`config.mk`:
```
export PLATFORM = sky130hd
export DESIGN_NAME = syscall_controller
export DESIGN_NICKNAME = d
export VERILOG_FILES = /design/src/rtl/syscall_controller_pkg.sv /design/src/rtl/syscall_fifo.sv /design/src/rtl/syscall_controller.sv
export SDC_FILE = /design/constraint.sdc
export NUM_CORES = 1
export LEC_CHECK = 0
export ABC_AREA = 1
export CELL_PAD_IN_SITES_DETAIL_PLACEMENT = 0
export CELL_PAD_IN_SITES_GLOBAL_PLACEMENT = 1
export CORE_MARGIN = 2
export CORE_UTILIZATION = 44
export DETAILED_ROUTE_END_ITERATION = 7
export PLACE_DENSITY_LB_ADDON = 0.1
export SKIP_CTS_REPAIR_TIMING = 1
export SKIP_LAST_GASP = 1
export SLEW_MARGIN = 15
export SYNTH_ARGS = -nofsm -noshare
export SYNTH_HDL_FRONTEND = slang
export SYNTH_SLANG_ARGS = --single-unit
export TNS_END_PERCENT = 5
```
`constraint.sdc`:
```
create_clock -name clock -period 3.9 [get_ports clock]
set_input_delay 0.78 -clock clock [delete_from_list [all_inputs] [get_ports clock]]
set_output_delay 0.78 -clock clock [all_outputs]
set_load 0.05 [all_outputs]
```
`src/rtl/syscall_controller_pkg.sv`:
```
// Shared definitions for the SYSCALL controller: service codes and FSM states.
package syscall_controller_pkg;

    localparam logic [31:0] SYSCALL_PRINT = 32'd1;
    localparam logic [31:0] SYSCALL_EXIT  = 32'd10;
    localparam logic [31:0] SYSCALL_PAUSE = 32'd50;

    typedef enum logic [1:0] {
        ST_RUN    = 2'd0,
        ST_PAUSED = 2'd1,
        ST_DRAIN  = 2'd2,
        ST_HALTED = 2'd3
    } state_t;

endpackage

```
`src/rtl/syscall_fifo.sv`:
```
// Print queue: power-of-two circular buffer with an extra wrap bit on each
// pointer so full and empty can be told apart.
module syscall_fifo #(
    parameter int DATA_W     = 32,
    parameter int FIFO_DEPTH = 4
) (
    input  logic              clock,
    input  logic              reset,
    input  logic              push,
    input  logic [DATA_W-1:0] wdata,
    input  logic              pop,
    output logic [DATA_W-1:0] head,
    output logic              full,
    output logic              empty
);

    localparam int AW = $clog2(FIFO_DEPTH);

    logic [DATA_W-1:0] mem [FIFO_DEPTH];
    logic [AW:0]       wr_ptr;
    logic [AW:0]       rd_ptr;
    logic              do_push;
    logic              do_pop;

    assign empty   = (wr_ptr == rd_ptr);
    assign full    = (wr_ptr[AW] != rd_ptr[AW]) && (wr_ptr[AW-1:0] == rd_ptr[AW-1:0]);
    assign do_push = push && !full;
    assign do_pop  = pop && !empty;
    assign head    = mem[rd_ptr[AW-1:0]];

    // Pointer update; reset empties the queue regardless of stored data.
    always_ff @(posedge clock or posedge reset) begin
        if (reset) begin
            wr_ptr <= '0;
            rd_ptr <= '0;
        end else begin
            if (do_push) wr_ptr <= wr_ptr + 1'b1;
            if (do_pop)  rd_ptr <= rd_ptr + 1'b1;
        end
    end

    // Storage write; contents are don't-care until pushed.
    always_ff @(posedge clock) begin
        if (do_push) mem[wr_ptr[AW-1:0]] <= wdata;
    end

endmodule

```
`src/rtl/syscall_controller.sv`:
```
// SYSCALL sequencer: decodes $v0, queues print-int arguments and paces them
// onto the board display; handles exit/pause and stalls the CPU when the
// print queue is full.
module syscall_controller
    import syscall_controller_pkg::*;
#(
    parameter int DATA_W      = 32,
    parameter int FIFO_DEPTH  = 4,
    parameter int HOLD_CYCLES = 4
) (
    input  logic              clock,
    input  logic              reset,
    input  logic              syscall,
    input  logic [DATA_W-1:0] regSValue,
    input  logic [DATA_W-1:0] regTValue,
    input  logic              resume,
    output logic              stall,
    output logic              enable,
    output logic [DATA_W-1:0] displayValue,
    output logic              halted
);

    localparam int DW = $clog2(HOLD_CYCLES + 1);

    state_t            state;
    logic [DW-1:0]     dwell;
    logic [DATA_W-1:0] fifo_head;
    logic              fifo_full;
    logic              fifo_empty;
    logic              is_print;
    logic              is_exit;
    logic              is_pause;
    logic              accept;
    logic              push;
    logic              pop;
    logic              dwell_zero;

    assign is_print   = (regSValue == DATA_W'(SYSCALL_PRINT));
    assign is_exit    = (regSValue == DATA_W'(SYSCALL_EXIT));
    assign is_pause   = (regSValue == DATA_W'(SYSCALL_PAUSE));
    assign enable     = (state == ST_RUN);
    assign halted     = (state == ST_HALTED);
    // Full stalls even when a pop frees a slot on the same edge (no bypass).
    assign stall      = (state == ST_RUN) && syscall && is_print && fifo_full;
    assign accept     = syscall && enable && !stall;
    assign push       = accept && is_print;
    assign dwell_zero = (dwell == '0);
    assign pop        = dwell_zero && !fifo_empty;

    syscall_fifo #(
        .DATA_W    (DATA_W),
        .FIFO_DEPTH(FIFO_DEPTH)
    ) u_fifo (
        .clock(clock),
        .reset(reset),
        .push (push),
        .wdata(regTValue),
        .pop  (pop),
        .head (fifo_head),
        .full (fifo_full),
        .empty(fifo_empty)
    );

    // Run-state FSM: pause/resume, exit drains the display before halting.
    always_ff @(posedge clock or posedge reset) begin
        if (reset) begin
            state <= ST_RUN;
        end else begin
            case (state)
                ST_RUN: begin
                    if (accept && is_exit)       state <= ST_DRAIN;
                    else if (accept && is_pause) state <= ST_PAUSED;
                end
                ST_PAUSED: if (resume) state <= ST_RUN;
                ST_DRAIN:  if (fifo_empty && dwell_zero) state <= ST_HALTED;
                ST_HALTED: state <= ST_HALTED;
                default:   state <= ST_RUN;
            endcase
        end
    end

    // Display pacing: each popped value is held for HOLD_CYCLES edges.
    always_ff @(posedge clock or posedge reset) begin
        if (reset) begin
            displayValue <= '0;
            dwell        <= '0;
        end else if (pop) begin
            displayValue <= fifo_head;
            dwell        <= DW'(HOLD_CYCLES);
        end else if (!dwell_zero) begin
            dwell <= dwell - DW'(1);
        end
    end

endmodule

```
==> impl_metrics.xml <==
<?xml version="1.0" encoding="UTF-8"?>
<metrics>
  <group name="floorplan">
    <metric name="floorplan.die.width" unit="µm">128</metric>
    <metric name="placeableCoreArea" unit="µm²">15100</metric>
    <metric name="ioPinCount" unit="">103</metric>
    <metric name="fp.dieArea" unit="µm²">16500</metric>
    <metric name="die_height" unit="µm">128</metric>
    <metric name="start_util" unit="">0.450</metric>
    <metric name="core.rowCount" unit="">45</metric>
  </group>
  <group name="clocking">
    <metric name="clkTransAtPathRegs" unit="ps">60</metric>
    <metric name="cts_root_buf" unit="">clkbuf_16</metric>
    <metric name="cts_num_sinks" unit="">171</metric>
    <metric name="cts-root-to-sink-buffers" unit="">2</metric>
    <metric name="htree_num_levels" unit="">4</metric>
    <metric name="clkLatencyLatePin" unit="ps">420</metric>
    <metric name="cts_made_buffers" unit="">17</metric>
    <metric name="tritoncts" unit="">yes</metric>
  </group>
  <group name="drt">
    <metric name="vias" unit="">4138</metric>
    <metric name="drt-wirelength-per-cell" unit="µm">17.1</metric>
    <metric name="detailedRoute.firstIterationViolations" unit="">268</metric>
    <metric name="residual_drc" unit="">0</metric>
    <metric name="route.final.wire_length" unit="µm">13600</metric>
    <metric name="drt_first_pass_iters" unit="">4</metric>
    <metric name="antenna_left" unit="">0</metric>
    <metric name="vias_per_cell" unit="">5.20</metric>
  </group>
  <group name="setup_path">
    <metric name="worst_setup_path_end_kind" unit="">output pin</metric>
    <metric name="critical_path_required" unit="ps">3120</metric>
    <metric name="cpLargestDelayFamily" unit="">simple AND/OR/NAND/NOR gates</metric>
    <metric name="crit_path_max_fanout" unit="">3</metric>
    <metric name="critPathKind" unit="">in2out</metric>
    <metric name="worst_setup_path_start_kind" unit="">primary input</metric>
    <metric name="cp_slowest_stage_delay" unit="ps">400</metric>
    <metric name="r2r_start" unit="">u_fifo.rd_ptr[0]$_DFFE_PP0P_</metric>
    <metric name="crit_chain" unit="">clkdlybuf4s50_1, nor2_1, nand2_1, nor2_1, nand2_1, nor2_1, nand3_1, inv_1, buf_4</metric>
    <metric name="critical-path-top-cell-by-count" unit="">nor2_1</metric>
    <metric name="critical-path-slowest-cell" unit="">clkdlybuf4s50_1</metric>
    <metric name="worst-endpoint-arrival" unit="ps">2200</metric>
    <metric name="path_buf_inv" unit="">3</metric>
    <metric name="regToRegSetupSlack" unit="ps">1480</metric>
    <metric name="critical_r2r_capture" unit="">displayValue[11]$_DFFE_PP0P_</metric>
    <metric name="worst_r2r_path_depth" unit="">5</metric>
  </group>
  <group name="placement">
    <metric name="post-dp-hpwl" unit="µm">7890</metric>
    <metric name="finalWeightedCongestion" unit="">0.723</metric>
    <metric name="placement.io_buffers" unit="">102</metric>
    <metric name="dpl_worst_slack" unit="ps">703</metric>
  </group>
  <group name="min_path">
    <metric name="hold_end" unit="">dwell[2]$_DFFE_PP0P_</metric>
    <metric name="min_path_cells" unit="">2</metric>
    <metric name="min_from" unit="">dwell[2]$_DFFE_PP0P_</metric>
    <metric name="timing.hold.worst.class" unit="">reg2reg</metric>
  </group>
  <group name="yosys">
    <metric name="postSynthNetCount" unit="">566</metric>
    <metric name="post_synthesis_instance_area" unit="µm²">6820</metric>
    <metric name="synth_top_cell_area_share" unit="">0.564</metric>
    <metric name="yosys.cell_types.count" unit="">25</metric>
    <metric name="synth_edf_count" unit="">128</metric>
    <metric name="synth-async-reset-ratio" unit="">0.251</metric>
    <metric name="synthMostInstantiatedCell" unit="">edfxtp_1</metric>
    <metric name="synth_seq_cells" unit="">171</metric>
    <metric name="ys_seq_area_frac" unit="">0.722</metric>
    <metric name="ys_dominant_reg_cell" unit="">edfxtp_1</metric>
    <metric name="netlist_top_cells_count" unit="">edfxtp_1, nor2_1, o21ai_0, dfrtp_1, o22ai_1</metric>
    <metric name="largest_cells_by_area_after_synthesis" unit="">edfxtp_1, dfrtp_1, mux2_4, nor2_1, o21ai_0</metric>
    <metric name="netlist_instances" unit="">491</metric>
    <metric name="yosysWarningCount" unit="">0</metric>
    <metric name="syn_area_per_cell" unit="µm²">13.9</metric>
    <metric name="yosys.area.top_type" unit="">edfxtp_1</metric>
  </group>
  <group name="timing">
    <metric name="slew_headroom" unit="">0.286</metric>
    <metric name="max_freq" unit="MHz">335</metric>
    <metric name="timing.final.crit_share" unit="">0.765</metric>
    <metric name="finalSetupTns" unit="ps">0</metric>
    <metric name="number_of_hold_violations_in_the_final_report" unit="">0</metric>
    <metric name="timing_worst_slew_pin_value" unit="ps">1070</metric>
    <metric name="timing.clock.skew" unit="ps">9.72</metric>
    <metric name="timing_max_transition_violations_final" unit="">0</metric>
    <metric name="finalWorstPathRequiredPeriod" unit="ps">2980</metric>
    <metric name="setup_viol" unit="">0</metric>
    <metric name="rsz_0062_raised_after_global_routing" unit="">no</metric>
    <metric name="setup_ws" unit="ps">917</metric>
  </group>
  <group name="grt">
    <metric name="pin_count_of_the_biggest_net_entering_global_routing" unit="">67</metric>
    <metric name="global_route.overflow_total" unit="">0</metric>
    <metric name="grt_pass1_wl" unit="µm">21700</metric>
    <metric name="grt_pass1_vias" unit="">4087</metric>
    <metric name="antenna_found_initial" unit="">0</metric>
    <metric name="grt_util_all_layers" unit="">0.176</metric>
  </group>
  <group name="layout">
    <metric name="insertedDiodeCount" unit="">0</metric>
    <metric name="share_of_cells_above_drive_strength_1" unit="">0.133</metric>
    <metric name="multi_input_comb_area" unit="µm²">1720</metric>
    <metric name="area_growth_syn_to_fin" unit="%">26.1</metric>
    <metric name="final-seq-area" unit="µm²">4920</metric>
    <metric name="final_nets" unit="">670</metric>
    <metric name="layout.filler_cells" unit="">1228</metric>
  </group>
  <group name="pwr">
    <metric name="cell_pwr_density" unit="nW/µm²">418</metric>
    <metric name="p_leak" unit="µW">0.00316</metric>
    <metric name="vdd.ir_drop.worst" unit="µV">510</metric>
  </group>
  <group name="job">
    <metric name="cap_viol_max_count" unit="">0</metric>
  </group>
  <group name="run_status">
    <metric name="outcome" unit="">finished clean</metric>
  </group>
</metrics>
sequential cells by signal, indices dropped and copies added (netlist names):
| signal | cells |
|---|---|
| displayValue | 32 |
| dwell | 3 |
| state | 2 |
| u_fifo.mem | 128 |
| u_fifo.rd_ptr | 3 |
| u_fifo.wr_ptr | 3 |
how the worst max path moves through the flow:
stage | from | to | slack, ps | cells after the start
2_1_floorplan | state[1]$_DFFE_PP0P_ | u_fifo.mem[0][0]$_DFFE_PP_ | 440 | 5
3_3_place_gp | regSValue[31] | u_fifo.mem[1][3]$_DFFE_PP_ | 750 | 9
3_5_place_dp | regSValue[31] | u_fifo.mem[1][14]$_DFFE_PP_ | 700 | 9
4_1_cts | regSValue[31] | stall | 900 | 9
5_1_grt | regSValue[21] | stall | 760 | 9
6_report | regSValue[31] | stall | 920 | 9
layout make-up:
cell class	count	area share
clock inverters	9	0.00728
clock buffers	23	0.0556
well taps	188	0.0274
inverters	22	0.00961
repair buffers	108	0.127
multi-input cells	275	0.201
flip-flops and latches	171	0.573
metrics by stage:
stage | util | std cells | power, µW | hold WS, ps | cell area, µm²
2_1_floorplan | - | 491 | 2010 | 445 | 6820
3_3_place_gp | 0.532 | 764 | 2090 | 461 | 8050
6_report | 0.567 | 796 | 3590 | 477 | 8590
5_1_grt | 0.567 | 796 | 3710 | 508 | 8590
4_1_cts | 0.567 | 796 | 3630 | 481 | 8590
3_5_place_dp | 0.532 | 764 | 2100 | 465 | 8050
logic make-up (layout without fill, tap and decap cells):
| group | after synthesis | count (layout) | share of synthesized area |
|---|---|---|---|
| adder cells (fa/ha/maj) | 7 | 7 | 0.0129 |
| AO/OA/AOI/OAI | 103 | 103 | 0.0817 |
| flip-flops | 171 | 171 | 0.722 |
| XOR/XNOR | 7 | 7 | 0.00900 |
| buffers and inverters | 45 | 162 | 0.0292 |
| AND/OR/NAND/NOR | 125 | 125 | 0.0766 |
| multiplexers | 33 | 33 | 0.0688 |
worst min-delay path: stages, from the launching register on:
cell	delay (ps)
dfrtp_1	340
a21oi_1	60
inv_1	50
layer usage:
metal	global-route usage	wire [µm]	share of wire
met5	0	0	0
met4	0.0524	130	0.0095
met3	0.0478	636	0.047
met2	0.299	6660	0.49
met1	0.221	6210	0.46
layout by cell type, fill, tap and decap left out, types with 4 or more instances in the layout:
master | netlist | layout
edfxtp_1 | 128 | 128
clkdlybuf4s50_1 | 0 | 101
nor2_1 | 95 | 92
o21ai_0 | 66 | 66
dfrtp_1 | 43 | 42
o22ai_1 | 33 | 33
mux2_4 | 26 | 26
inv_1 | 21 | 19
clkbuf_16 | 0 | 17
nand2_1 | 12 | 12
nand3_1 | 10 | 10
mux2_2 | 7 | 7
ha_1 | 7 | 7
buf_4 | 1 | 5
xnor2_1 | 4 | 4
a21oi_1 | 4 | 4
nor2_4 | 0 | 4
clkinvlp_4 | 0 | 4
report_power, final:
group          internal (µW)  total, µW  switching (µW)
clock                    865       1530             666
combinational           61.6       99.4            37.7
sequential              1960       1960               0
total                   2890       3590             704
(Power assumes the default switching activity.)
